## src/rtl/hazard_scoreboard.sv

```systemverilog
// Issue controller between decode and execute: RAW/WAW scoreboard, divider
// occupancy tracking, branch squash of the youngest issued op, and stall counting.
module hazard_scoreboard #(
    parameter int NUM_REGS    = 32,
    parameter int DIV_LATENCY = 8,
    parameter int CNT_WIDTH   = 32
) (
    input  logic                 clk,
    input  logic                 reset,
    input  logic                 dec_valid,
    input  logic [4:0]           dec_rs1,
    input  logic                 dec_rs1_used,
    input  logic [4:0]           dec_rs2,
    input  logic                 dec_rs2_used,
    input  logic [4:0]           dec_rd,
    input  logic                 dec_rd_write,
    input  logic                 dec_multicycle,
    input  logic                 wb_valid,
    input  logic [4:0]           wb_rd,
    input  logic                 branch_taken,
    output logic                 issue,
    output logic                 stall,
    output logic                 flush,
    output logic                 div_busy,
    output logic [NUM_REGS-1:0]  pending,
    output logic [CNT_WIDTH-1:0] stall_count
);

    localparam int DCW = (DIV_LATENCY > 2) ? $clog2(DIV_LATENCY) : 1;
    localparam logic [DCW-1:0] DIV_LOAD = DCW'(DIV_LATENCY - 1);
    localparam logic [DCW-1:0] DIV_ONE  = DCW'(1);
    localparam logic [CNT_WIDTH-1:0] CNT_ONE = CNT_WIDTH'(1);

    typedef enum logic {S_IDLE, S_BUSY} div_state_t;

    div_state_t           r_state;
    logic [DCW-1:0]       r_div_cnt;
    logic                 r_div_busy;
    logic [NUM_REGS-1:0]  r_pending;
    logic [CNT_WIDTH-1:0] r_stall_count;
    logic [4:0]           r_last_rd;
    logic                 r_last_rd_valid;
    logic                 r_last_mc;

    logic [NUM_REGS-1:0]  w_wbmask;
    logic [NUM_REGS-1:0]  w_eff;
    logic [NUM_REGS-1:0]  w_pending_nxt;
    logic                 w_raw;
    logic                 w_issue;
    logic                 w_stall;

    function automatic logic [CNT_WIDTH-1:0] sat_inc(input logic [CNT_WIDTH-1:0] v);
        return (v == {CNT_WIDTH{1'b1}}) ? v : v + CNT_ONE;
    endfunction

    // A register retiring this cycle is already visible to decode (write-before-read).
    always_comb begin
        w_wbmask = '0;
        if (wb_valid) w_wbmask[wb_rd] = 1'b1;
        w_eff = r_pending & ~w_wbmask;

        w_raw = (dec_rs1_used && dec_rs1 != 5'd0 && w_eff[dec_rs1]) ||
                (dec_rs2_used && dec_rs2 != 5'd0 && w_eff[dec_rs2]) ||
                (dec_rd_write && dec_rd  != 5'd0 && w_eff[dec_rd]);

        w_issue = dec_valid && !w_raw && !r_div_busy && !branch_taken;
        w_stall = dec_valid && !w_issue && !branch_taken;

        // Squash clears the op in ID/EX; a fresh issue to the same index wins.
        w_pending_nxt = w_eff;
        if (branch_taken && r_last_rd_valid) w_pending_nxt[r_last_rd] = 1'b0;
        if (w_issue && dec_rd_write && dec_rd != 5'd0) w_pending_nxt[dec_rd] = 1'b1;
        w_pending_nxt[0] = 1'b0;
    end

    assign issue       = w_issue;
    assign stall       = w_stall;
    assign flush       = branch_taken;
    assign div_busy    = r_div_busy;
    assign pending     = r_pending;
    assign stall_count = r_stall_count;

    always_ff @(posedge clk) begin
        if (reset) begin
            r_pending       <= '0;
            r_stall_count   <= '0;
            r_last_rd       <= '0;
            r_last_rd_valid <= 1'b0;
            r_last_mc       <= 1'b0;
        end else begin
            r_pending <= w_pending_nxt;
            if (w_stall) r_stall_count <= sat_inc(r_stall_count);
            if (w_issue) begin
                r_last_rd       <= dec_rd;
                r_last_rd_valid <= dec_rd_write && (dec_rd != 5'd0);
                r_last_mc       <= dec_multicycle;
            end else begin
                r_last_rd       <= '0;
                r_last_rd_valid <= 1'b0;
                r_last_mc       <= 1'b0;
            end
        end
    end

    // Divider occupancy: busy for exactly DIV_LATENCY cycles after issue,
    // cut short if the divide itself is squashed by a taken branch.
    always_ff @(posedge clk) begin
        if (reset) begin
            r_state    <= S_IDLE;
            r_div_cnt  <= '0;
            r_div_busy <= 1'b0;
        end else begin
            case (r_state)
                S_IDLE: begin
                    if (w_issue && dec_multicycle) begin
                        r_state    <= S_BUSY;
                        r_div_cnt  <= DIV_LOAD;
                        r_div_busy <= 1'b1;
                    end
                end
                S_BUSY: begin
                    if (branch_taken && r_last_mc) begin
                        r_state    <= S_IDLE;
                        r_div_cnt  <= '0;
                        r_div_busy <= 1'b0;
                    end else if (r_div_cnt == '0) begin
                        r_state    <= S_IDLE;
                        r_div_busy <= 1'b0;
                    end else begin
                        r_div_cnt <= r_div_cnt - DIV_ONE;
                    end
                end
                default: begin
                    r_state    <= S_IDLE;
                    r_div_cnt  <= '0;
                    r_div_busy <= 1'b0;
                end
            endcase
        end
    end

endmodule

```

## config.mk

```make
export PLATFORM = sky130hd
export DESIGN_NAME = hazard_scoreboard
export DESIGN_NICKNAME = d
export VERILOG_FILES = /design/src/rtl/hazard_scoreboard.sv
export SDC_FILE = /design/constraint.sdc
export NUM_CORES = 1
export LEC_CHECK = 0
export ABC_CLOCK_PERIOD_IN_PS = 9300
export BUFFER_PORTS_ARGS = -buffer_cell sky130_fd_sc_hd__buf_2
export CAP_MARGIN = 40
export CORE_UTILIZATION = 30
export DETAILED_ROUTE_END_ITERATION = 8
export GPL_TIMING_DRIVEN = 0
export PLACE_DENSITY = 0.47
export SYNTH_ARGS = -nofsm -noshare
export SYNTH_HDL_FRONTEND = slang
export SYNTH_SLANG_ARGS = --single-unit
```

## constraint.sdc

```tcl
create_clock -name clk -period 9.3 [get_ports clk]
set_clock_uncertainty 0.2 [all_clocks]
set_input_delay 1.395 -clock clk [delete_from_list [all_inputs] [get_ports clk]]
set_output_delay 1.395 -clock clk [all_outputs]
set_load 0.005 [all_outputs]
```

* After elaboration in Yosys (flattened, before gate mapping)
Cells that the tools add are included.
** Cells by class
- Add/subtract/negate cells :: 2
- Magnitude comparators :: 8
- Eq/ne operators :: 4
- Multiplexer cells :: 27
- Bitwise gates (word level) :: 8
- Reduce and logical (&&, ||, !) cells :: 33
** Operators by type and width (count)
- two-way mux 32 bit :: 3
- bitwise AND 32 bit :: 2
- NOT 32 bit :: 2
- adder 32 x 1 -> 32 bit (second input constant) :: 1
- == test 32 bit (second input constant) :: 1
- OR 32 bit :: 1
- less-than comparator 5 x 6 -> 1 bit (second input constant) :: 5
- logical AND 1 bit :: 19
- binary-select mux 1 bit (select 5 bit) :: 3
- demux 1 bit (select 5 bit) :: 3
- greater-or-equal comparator 5 x 1 -> 1 bit (second input constant) :: 3
- nonzero test 5 bit :: 3
- two-way mux 1 bit :: 12
- two-way mux 3 bit :: 3
- one-hot mux 3 bit (2 select lines) :: 1
- AND reduction 2 bit :: 3
- zero test 1 bit :: 4
- one-hot mux 1 bit (2 select lines) :: 2
- zero test 3 bit :: 1
- inequality test 3 x 1 -> 1 bit (second input constant) :: 1
- inequality test 3 bit (second input constant) :: 1
- NOT 1 bit :: 3
- subtractor 3 x 1 -> 3 bit (second input constant) :: 1
- logical OR 1 bit :: 2
- 2 further kinds :: 2
** Storage, ports and cells
- Register bits :: 76
- Input bits :: 29
- Word-level logic and storage cells :: 91

* Longest topological paths before layout
Gate-level depths: netlist of run 1.
- Word-level depth :: 20
- Gate-level depth with buffers :: 14
- Mapped depth without buffers :: 9

* Worst setup path before layout of run 1
Ideal clock, no wire load.
- Path type :: input-to-output
- Start :: input port wb_rd[3]
- End :: output port stall
- Data arrival time :: 3756 ps
- Path slack :: 3949 ps
- Cell stages on the path :: 11
- Path buffers :: 3
- Path through :: or2_1 > clkbuf_1 > o211ai_1 > a21boi_1 > nor4_2 > nor3_1 > or4b_4 > o311ai_1 > buf_2 > buf_2 > inv_1
** On the way
- Word-level cells in the longest chain between the ends :: 19
- Elaborated cells on any way between the ends :: 26
- Classes of those cells :: 2 x order compare; 9 x mux; 2 x bitwise; 13 x reduce/logical
** Ends and longest elaborated chain
- start, declared :: line 19 : input logic [4:0] wb_rd,
- less-than comparator 5 x 6 -> 1 bit (not written as such) or greater-or-equal comparator 5 x 1 -> 1 bit (tied branches) :: line 59 : if (wb_valid) w_wbmask[wb_rd] = 1'b1;
- logical AND 1 bit (not written as such) :: line 59
- two-way mux 1 bit (not written as such) :: line 59
- demux 1 bit (select 5 bit) * :: line 59
- two-way mux 32 bit * :: line 59
- NOT 32 bit * :: line 60 : w_eff = r_pending & ~w_wbmask;
- bitwise AND 32 bit * :: line 60
- binary-select mux 1 bit (select 5 bit), on equally long branches :: line 62, 63
- two-way mux 1 bit, on equally long branches :: line 62, 63
- logical AND 1 bit, on equally long branches :: line 62, 63
- logical OR 1 bit :: line 62 : w_raw = (dec_rs1_used && dec_rs1 != 5'd0 && w_eff[dec_rs1]) ||
- logical OR 1 bit * :: line 63 : (dec_rs2_used && dec_rs2 != 5'd0 && w_eff[dec_rs2]) ||
- zero test 1 bit * :: line 66 : w_issue = dec_valid && !w_raw && !r_div_busy && !branch_taken;
- logical AND 1 bit * (3 in series) :: line 66
- zero test 1 bit * :: line 67 : w_stall = dec_valid && !w_issue && !branch_taken;
- logical AND 1 bit * (2 in series) :: line 67
- end, declared :: line 22 : output logic stall,
Every way passes the cells marked *; elsewhere a longest branch is shown, timed or not. The select of a mux whose other input is x is not followed.

* Final worst setup path of run 1
- Start :: input port wb_rd[2]
- End :: output port stall
The elaborated chain is that of the path after synthesis.

==> results of run 1 <==
==> layer usage <==
layer  track usage  vias up  share of wire
li1              -     2630              -
met1         0.342     2650           0.45
met2         0.338      309           0.42
met3        0.0529       49          0.093
met4         0.114        0          0.033
met5             0        -              0
==> area by class of cell <==
cell class                      instances  area [um2]
Sequential cell                        75        1500
Multi-Input combinational cell        497        3160
Inverter                               23        86.3
Timing Repair Buffer                   89         445
Tap cell                              216         270
Fill cell                            1796       10100
Clock inverter                          4        26.3
Buffer                                 45         189
Clock buffer                           12         246
==> power groups by stage <==
stage | Combinational (uW) | Clock [uW] | Sequential [uW]
2_1_floorplan | 53.2 | 0 | 333
3_3_place_gp | 85.5 | 0 | 334
3_5_place_dp | 85.9 | 0 | 334
4_1_cts | 86.2 | 338 | 327
5_1_grt | 95.7 | 350 | 327
6_report | 87.6 | 332 | 327
==> sequential cells by signal (all words and copies together), names as in the netlist <==
name	cells
stall_count	32
r_last_mc	1
r_last_rd_valid	1
div_busy	1
r_last_rd	5
pending	31
r_state	1
r_div_cnt	3
==> worst register-to-register path: cells and delay by family (launching register included) <==
family             cells  cell delay, ps
and+or+nand+nor        4            2010
AOI/OAI and AO/OA      4            1160
DFF                    1             310
==> logic make-up (layout without fill, tap and decap cells) <==
kind of cell	count (synthesis)	in the layout	share of synthesized area
AND/OR/NAND/NOR	271	271	0.301
buffers and inverters	68	173	0.0557
flip-flops	75	75	0.304
multiplexers	26	26	0.0659
AO/OA/AOI/OAI	196	196	0.265
other	1	1	0.000759
adder cells (fa/ha/maj)	3	3	0.00760
==> worst max-delay path by stage <==
stage          startpoint    end  slack, ps
6_report         wb_rd[2]  stall       2630
5_1_grt          wb_rd[0]  stall       2550
4_1_cts          wb_rd[0]  stall       2760
3_5_place_dp     wb_rd[0]  stall       2760
3_3_place_gp     wb_rd[0]  stall       2510
2_1_floorplan    wb_rd[3]  stall       3950
==> synthesized netlist by cell type (11+ instances only) <==
master     n  share of area
nand3_1   28          0.028
nor3_1    19          0.019
nor2_1    65          0.049
nand4_1   14          0.018
mux2_2    12          0.027
and2_1    14          0.018
o31ai_1   18          0.027
clkbuf_1  36          0.027
dfxtp_1   75           0.30
a21oi_1   29          0.029
o211ai_1  24          0.036
nand2_1   37          0.028
and3_1    12          0.015
o21ai_0   58          0.059
or3_1     15          0.019
nor2b_1   11          0.014
or4_1     11          0.017
inv_1     22          0.017
==> through the flow <==
| stage | area [um2] | hold slack (ps) |
|---|---|---|
| 2_1_floorplan | 4940 | 265 |
| 3_3_place_gp | 5650 | 275 |
| 3_5_place_dp | 5660 | 283 |
| 6_report | 5930 | 295 |
| 4_1_cts | 5930 | 293 |
| 5_1_grt | 5930 | 325 |
==> run_results.csv, run 1 <==
group,metric,value,unit
status,status,"completed",
yosys,ys_seq_elements,75,
global_routing,track_usage,0.240,
cells_and_area,syn2layout_area_growth,20.0,%
yosys,yosysSeqAreaShare,0.304,
clocking,clk_pin_slew,60,ps
setup_path,cp_common_cell,"buf_2",
setup_path,cp-start-kind,"primary input",
power,p_leak,0.00215,uW
setup_path,critPathSlowestCell,"o21ai_0",
cells_and_area,fin_util,0.371,
clocking,cts_sinks,75,
cells_and_area,n_antenna_cell,0,
routing,antenna_left,0,
placed_design,port_buffers,88,
global_routing,antenna_found_initial,0,
routing,first_pass_iters,7,
sta,post-route-min-period,6670,ps
min_path,hold_start,"stall_count[10]",
power,vdd_drop_max,0.0868,mV
clocking,post_cts_buffers,0,
sta,tns,0,ps
sta,fmax,0.150,GHz
setup_path,crit_type,"in -> out",
floorplan,core,16000,um2
setup_path,reg2reg_to,"pending[20]",
sta,hold_viol,0,
placed_design,place_inst,945,
clocking,cts_resized,0,
cells_and_area,final_cell_count_no_fill,961,
sta,timing.final.ws_setup,2630,ps
run,drv_cap,0,
cells_and_area,drive_gt1_frac,0.203,
floorplan,ios,97,
clocking,cts_tree,"built",
yosys,yosysWarnings,0,
setup_path,crit_family,"compound AO/OA/AOI/OAI gates",
setup_path,worstPathMaxFanout,10,
floorplan,initial_utilization,0.309,
global_routing,overflow,0,
sta,worst_slew_pin_slew,961,ps
sta,fin_crit_sh,0.718,
power,power_density,126,nW/um2
sta,finalSetupViolations,0,
routing,wl,20000,um
clocking,clockBufferDepth,2,
clocking,h-tree-depth,3,
placed_design,dp_slack,2760,ps
sta,finalMaxSlewViolations,0,
routing,drt_iter0_drc,553,
setup_path,path_cells,"buf_2 > nand4b_1 > o21ai_0 > o21ai_0 > o31ai_1 > nor3_1 > or4b_4 > o311ai_1 > buf_2 > buf_2 > inv_1 > buf_2",
yosys,ys_types,70,
power,comb_power_share,0.117,
floorplan,die_h,130,um
placed_design,gp_congestion,0.941,
power,pwr-share-clk,0.444,
yosys,ys_async_sr_fraction,0,
setup_path,required,7710,ps
power,internal_power,539,uW
setup_path,cp_num_buf_inv,5,
yosys,syn_area,4940,um2
global_routing,grt_pass1_wl,30200,um
min_path,min_delay_worst_endpoint,"stall_count[10]",
clocking,clk_latency,350,ps
setup_path,r2r-start,"pending[11]",
min_path,hold_path_depth,2,
power,switchingPower,207,uW
setup_path,path_depth,12,
clocking,cts-root-buf,"clkbuf_16",
min_path,hp-class,"reg -> reg",
setup_path,arrival,5080,ps
placed_design,hpwl,15000,um
floorplan,dieArea,17000,um2
floorplan,rows,46,
yosys,synth_ff_type,"dfxtp_1",
routing,drc_errors,0,
power,p_total,746,uW
power,switching_share,0.278,
setup_path,critPathCaptureType,"primary output",
clocking,cts_made_buffers,9,
routing,viasPerCell,5.87,
setup_path,r2r_cells,8,
cells_and_area,final_nets,772,
yosys,synth_cells,640,
floorplan,die_w,130,um
power,seq_power_share,0.438,
cells_and_area,final_common_cell,"buf_2",
global_routing,grt_max_degree,13,
yosys,syn_nets,672,
setup_path,critical-path-max-stage-delay,900,ps
routing,num_vias,5638,
routing,wire_per_inst,20.8,um
clocking,cts_hold_buf,0,
sta,maxSlewHeadroom,0.352,
setup_path,r2r_slack,5530,ps
global_routing,grt_pass1_vias,5232,
yosys,synth_edf_count,0,
yosys,syn_avg_cell_area,7.72,um2
cells_and_area,layout_common_cells,"buf_2 (93), dfxtp_1 (75), nor2_1 (65), o21ai_0 (58), clkbuf_1 (38)",
sta,rsz0062_at_grt,"no",
No activity file was read; power rests on OpenSTA's default activity.
==> inputs of run 2 (changes only) <==
Settings changed: ABC_AREA set to 1, ABC_CLOCK_PERIOD_IN_PS 9300 to 6800, PLACE_DENSITY 0.47 to 0.46.
Clock period 9.3 ns to 6.8 ns, I/O delays scaled along.
==> run_results.csv, run 2 <==
group,metric,value,unit
cells_and_area,n_antenna_cell,0,
setup_path,r2r_slack,4020,ps
yosys,syn_area,5580,um2
yosys,syn_nets,984,
global_routing,grtUsageMet3,0.0513,
clocking,cts_sinks,75,
sta,worst_slew_pin_slew,829,ps
global_routing,antenna_found_initial,0,
floorplan,die_w,138,um
run,drv_cap,0,
clocking,cts_tree,"built",
routing,num_vias,6706,
sta,fmax,0.219,GHz
routing,wl,23100,um
floorplan,ios,97,
setup_path,required,5580,ps
clocking,cts_resized,0,
floorplan,rows,49,
setup_path,arrival,3350,ps
setup_path,cp-start-kind,"primary input",
setup_path,crit_type,"in -> out",
routing,wire_per_inst,18.0,um
min_path,hp-class,"reg -> reg",
sta,hold_viol,0,
placed_design,hpwl,18600,um
yosys,synth_cells,952,
setup_path,worstPathMaxFanout,10,
routing,drc_errors,10,
routing,antenna_left,0,
power,seq_power_share,0.407,
power,pwr-share-clk,0.462,
sta,hold_ws,279,ps
power,power_density,166,nW/um2
floorplan,die_h,138,um
yosys,yosysSeqAreaShare,0.269,
global_routing,top_usage_layer,"met1",
placed_design,gp_congestion,0.911,
power,internal_power,772,uW
sta,maxSlewHeadroom,0.443,
yosys,synth_edf_count,0,
sta,rsz0062_at_grt,"no",
clocking,cts_hold_buf,0,
global_routing,grt_max_degree,15,
sta,tns,0,ps
power,p_total,1100,uW
yosys,synth_area_leaders,"dfxtp_1 (27%), nand2_1 (18%), nand3_1 (13%)",
yosys,yosysWarnings,0,
cells_and_area,largest_register_ffs,32,
yosys,synth_commonest_cells,"nand2_1 (261), nand3_1 (150), inv_1 (108)",
global_routing,grt_util_met1,0.356,
cells_and_area,syn2layout_area_growth,18.5,%
power,comb_power_share,0.132,
global_routing,met2_usage,0.350,
yosys,synth_ff_type,"dfxtp_1",
cells_and_area,final_nets,1084,
clocking,h-tree-depth,3,
clocking,clk_latency,360,ps
status,violations,"DRC",
power,switching_share,0.297,
routing,viasPerCell,5.21,
power,switchingPower,325,uW
clocking,clk_pin_slew,60,ps
global_routing,grt_pass1_vias,6022,
floorplan,dieArea,19200,um2
cells_and_area,final_common_cell,"nand2_1",
yosys,yosys.area.top_type,"dfxtp_1",
yosys,ys_types,32,
clocking,cts-root-buf,"clkbuf_16",
yosys,yosys.cell_count.top_type,"nand2_1",
clocking,clockBufferDepth,2,
floorplan,core,18100,um2
sta,fin_crit_sh,0.671,
sta,finalSetupViolations,0,
sta,post-route-min-period,4570,ps
global_routing,grt_pass1_wl,35400,um
yosys,syn_avg_cell_area,5.87,um2
yosys,synth_top_area_frac,0.269,
cells_and_area,layout_common_cells,"nand2_1 (261), nand3_1 (150), inv_1 (108), buf_2 (101), nor2_1 (93)",
global_routing,track_usage,0.240,
placed_design,port_buffers,89,
routing,drt_iter0_drc,545,
yosys,ys_async_sr_fraction,0,
sta,finalMaxSlewViolations,0,
clocking,post_cts_buffers,0,
routing,first_pass_iters,7,
power,vdd_drop_max,0.147,mV
global_routing,overflow,0,
cells_and_area,drive_gt1_frac,0.129,
clocking,cts_made_buffers,9,
cells_and_area,fillers,2040,
setup_path,critPathCaptureType,"primary output",
floorplan,initial_utilization,0.309,
status,status,"finished with violations",
power,p_leak,0.00278,uW
yosys,ys_seq_elements,75,
==> run 2: cell types whose count changed in the layout (fill, tap and decap cells not counted), moves of 25 or more <==
| cell | delta |
|---|---|
| nand2_1 | +224 |
| nand3_1 | +122 |
| inv_1 | +86 |
| o21ai_0 | -40 |
| nand4_1 | +28 |
| nor2_1 | +28 |
| o21ai_1 | +25 |
==> run 2: kinds of logic (layout without fill, tap and decap cells) <==
family                     after synthesis  count (layout)  synth area share
buffers and inverters                  151             256             0.109
DFF                                     75              75             0.269
other                                    1               1          0.000672
adders and majority gates                3               3           0.00672
and+or+nand+nor                        595             595             0.477
xor gates and xnor gates                23              23            0.0361
AOI/OAI and AO/OA                      104             104             0.102
==> run 2: final cells by class <==
class                      count  area, um2  share of cell area
multi-input combinational    726       3470               0.525
tap                          229        287              0.0433
clock inverter                 7       75.1              0.0113
timing repair buffer          89        445              0.0673
sequential                    75       1500               0.227
buffer                        38        184              0.0278
clock buffer                   9        225              0.0340
inverter                     113        424              0.0641
==> run 2: layer usage <==
| metal | vias to the layer above | wire length [um] |
|---|---|---|
| li1 | 3356 | - |
| met3 | 17 | 1720 |
| met4 | 0 | 258 |
| met5 | - | 0 |
| met2 | 260 | 9590 |
| met1 | 3073 | 11500 |
==> run 2: worst max-delay path: stages <==
cell and delay, ps:
buf_2 130, nor2_1 310, clkbuf_1 520, nand2_1 120, nand2_1 90, nor2_1 40
nand2_1 70, nand3_1 140, nand3_1 130, nor2_1 50, nor2_2 130, nand3_4 140
buf_2 220, nand2_1 80, inv_1 40, buf_2 110
==> run 2: power groups by stage <==
stage | sequential, uW | clock, uW | combinational, uW
after floorplan | 455 | 0 | 92.4
after global placement | 456 | 0 | 144
after detailed placement | 456 | 0 | 143
after CTS | 446 | 516 | 144
after global routing | 446 | 535 | 160
final | 446 | 506 | 144
==> run 2: final timing paths <==
kind,start,end,cells after the start
setup / recovery,dec_rd[1],stall,16
setup reg to reg,stall_count[0],stall_count[4],11
hold reg to reg,stall_count[31],stall_count[31],2
hold / removal,stall_count[31],stall_count[31],2
==> run 2: stage by stage <==
stage / setup slack (ps) / area (um2) / std cells / utilization
final: 2230 / 6620 / 1286 / 0.366
after global routing: 2050 / 6620 / 1286 / 0.366
after CTS: 2290 / 6620 / 1286 / 0.366
after detailed placement: 2300 / 6320 / 1270 / 0.349
after global placement: 2260 / 6320 / 1270 / 0.349
after floorplan: 3100 / 5580 / 952 / -
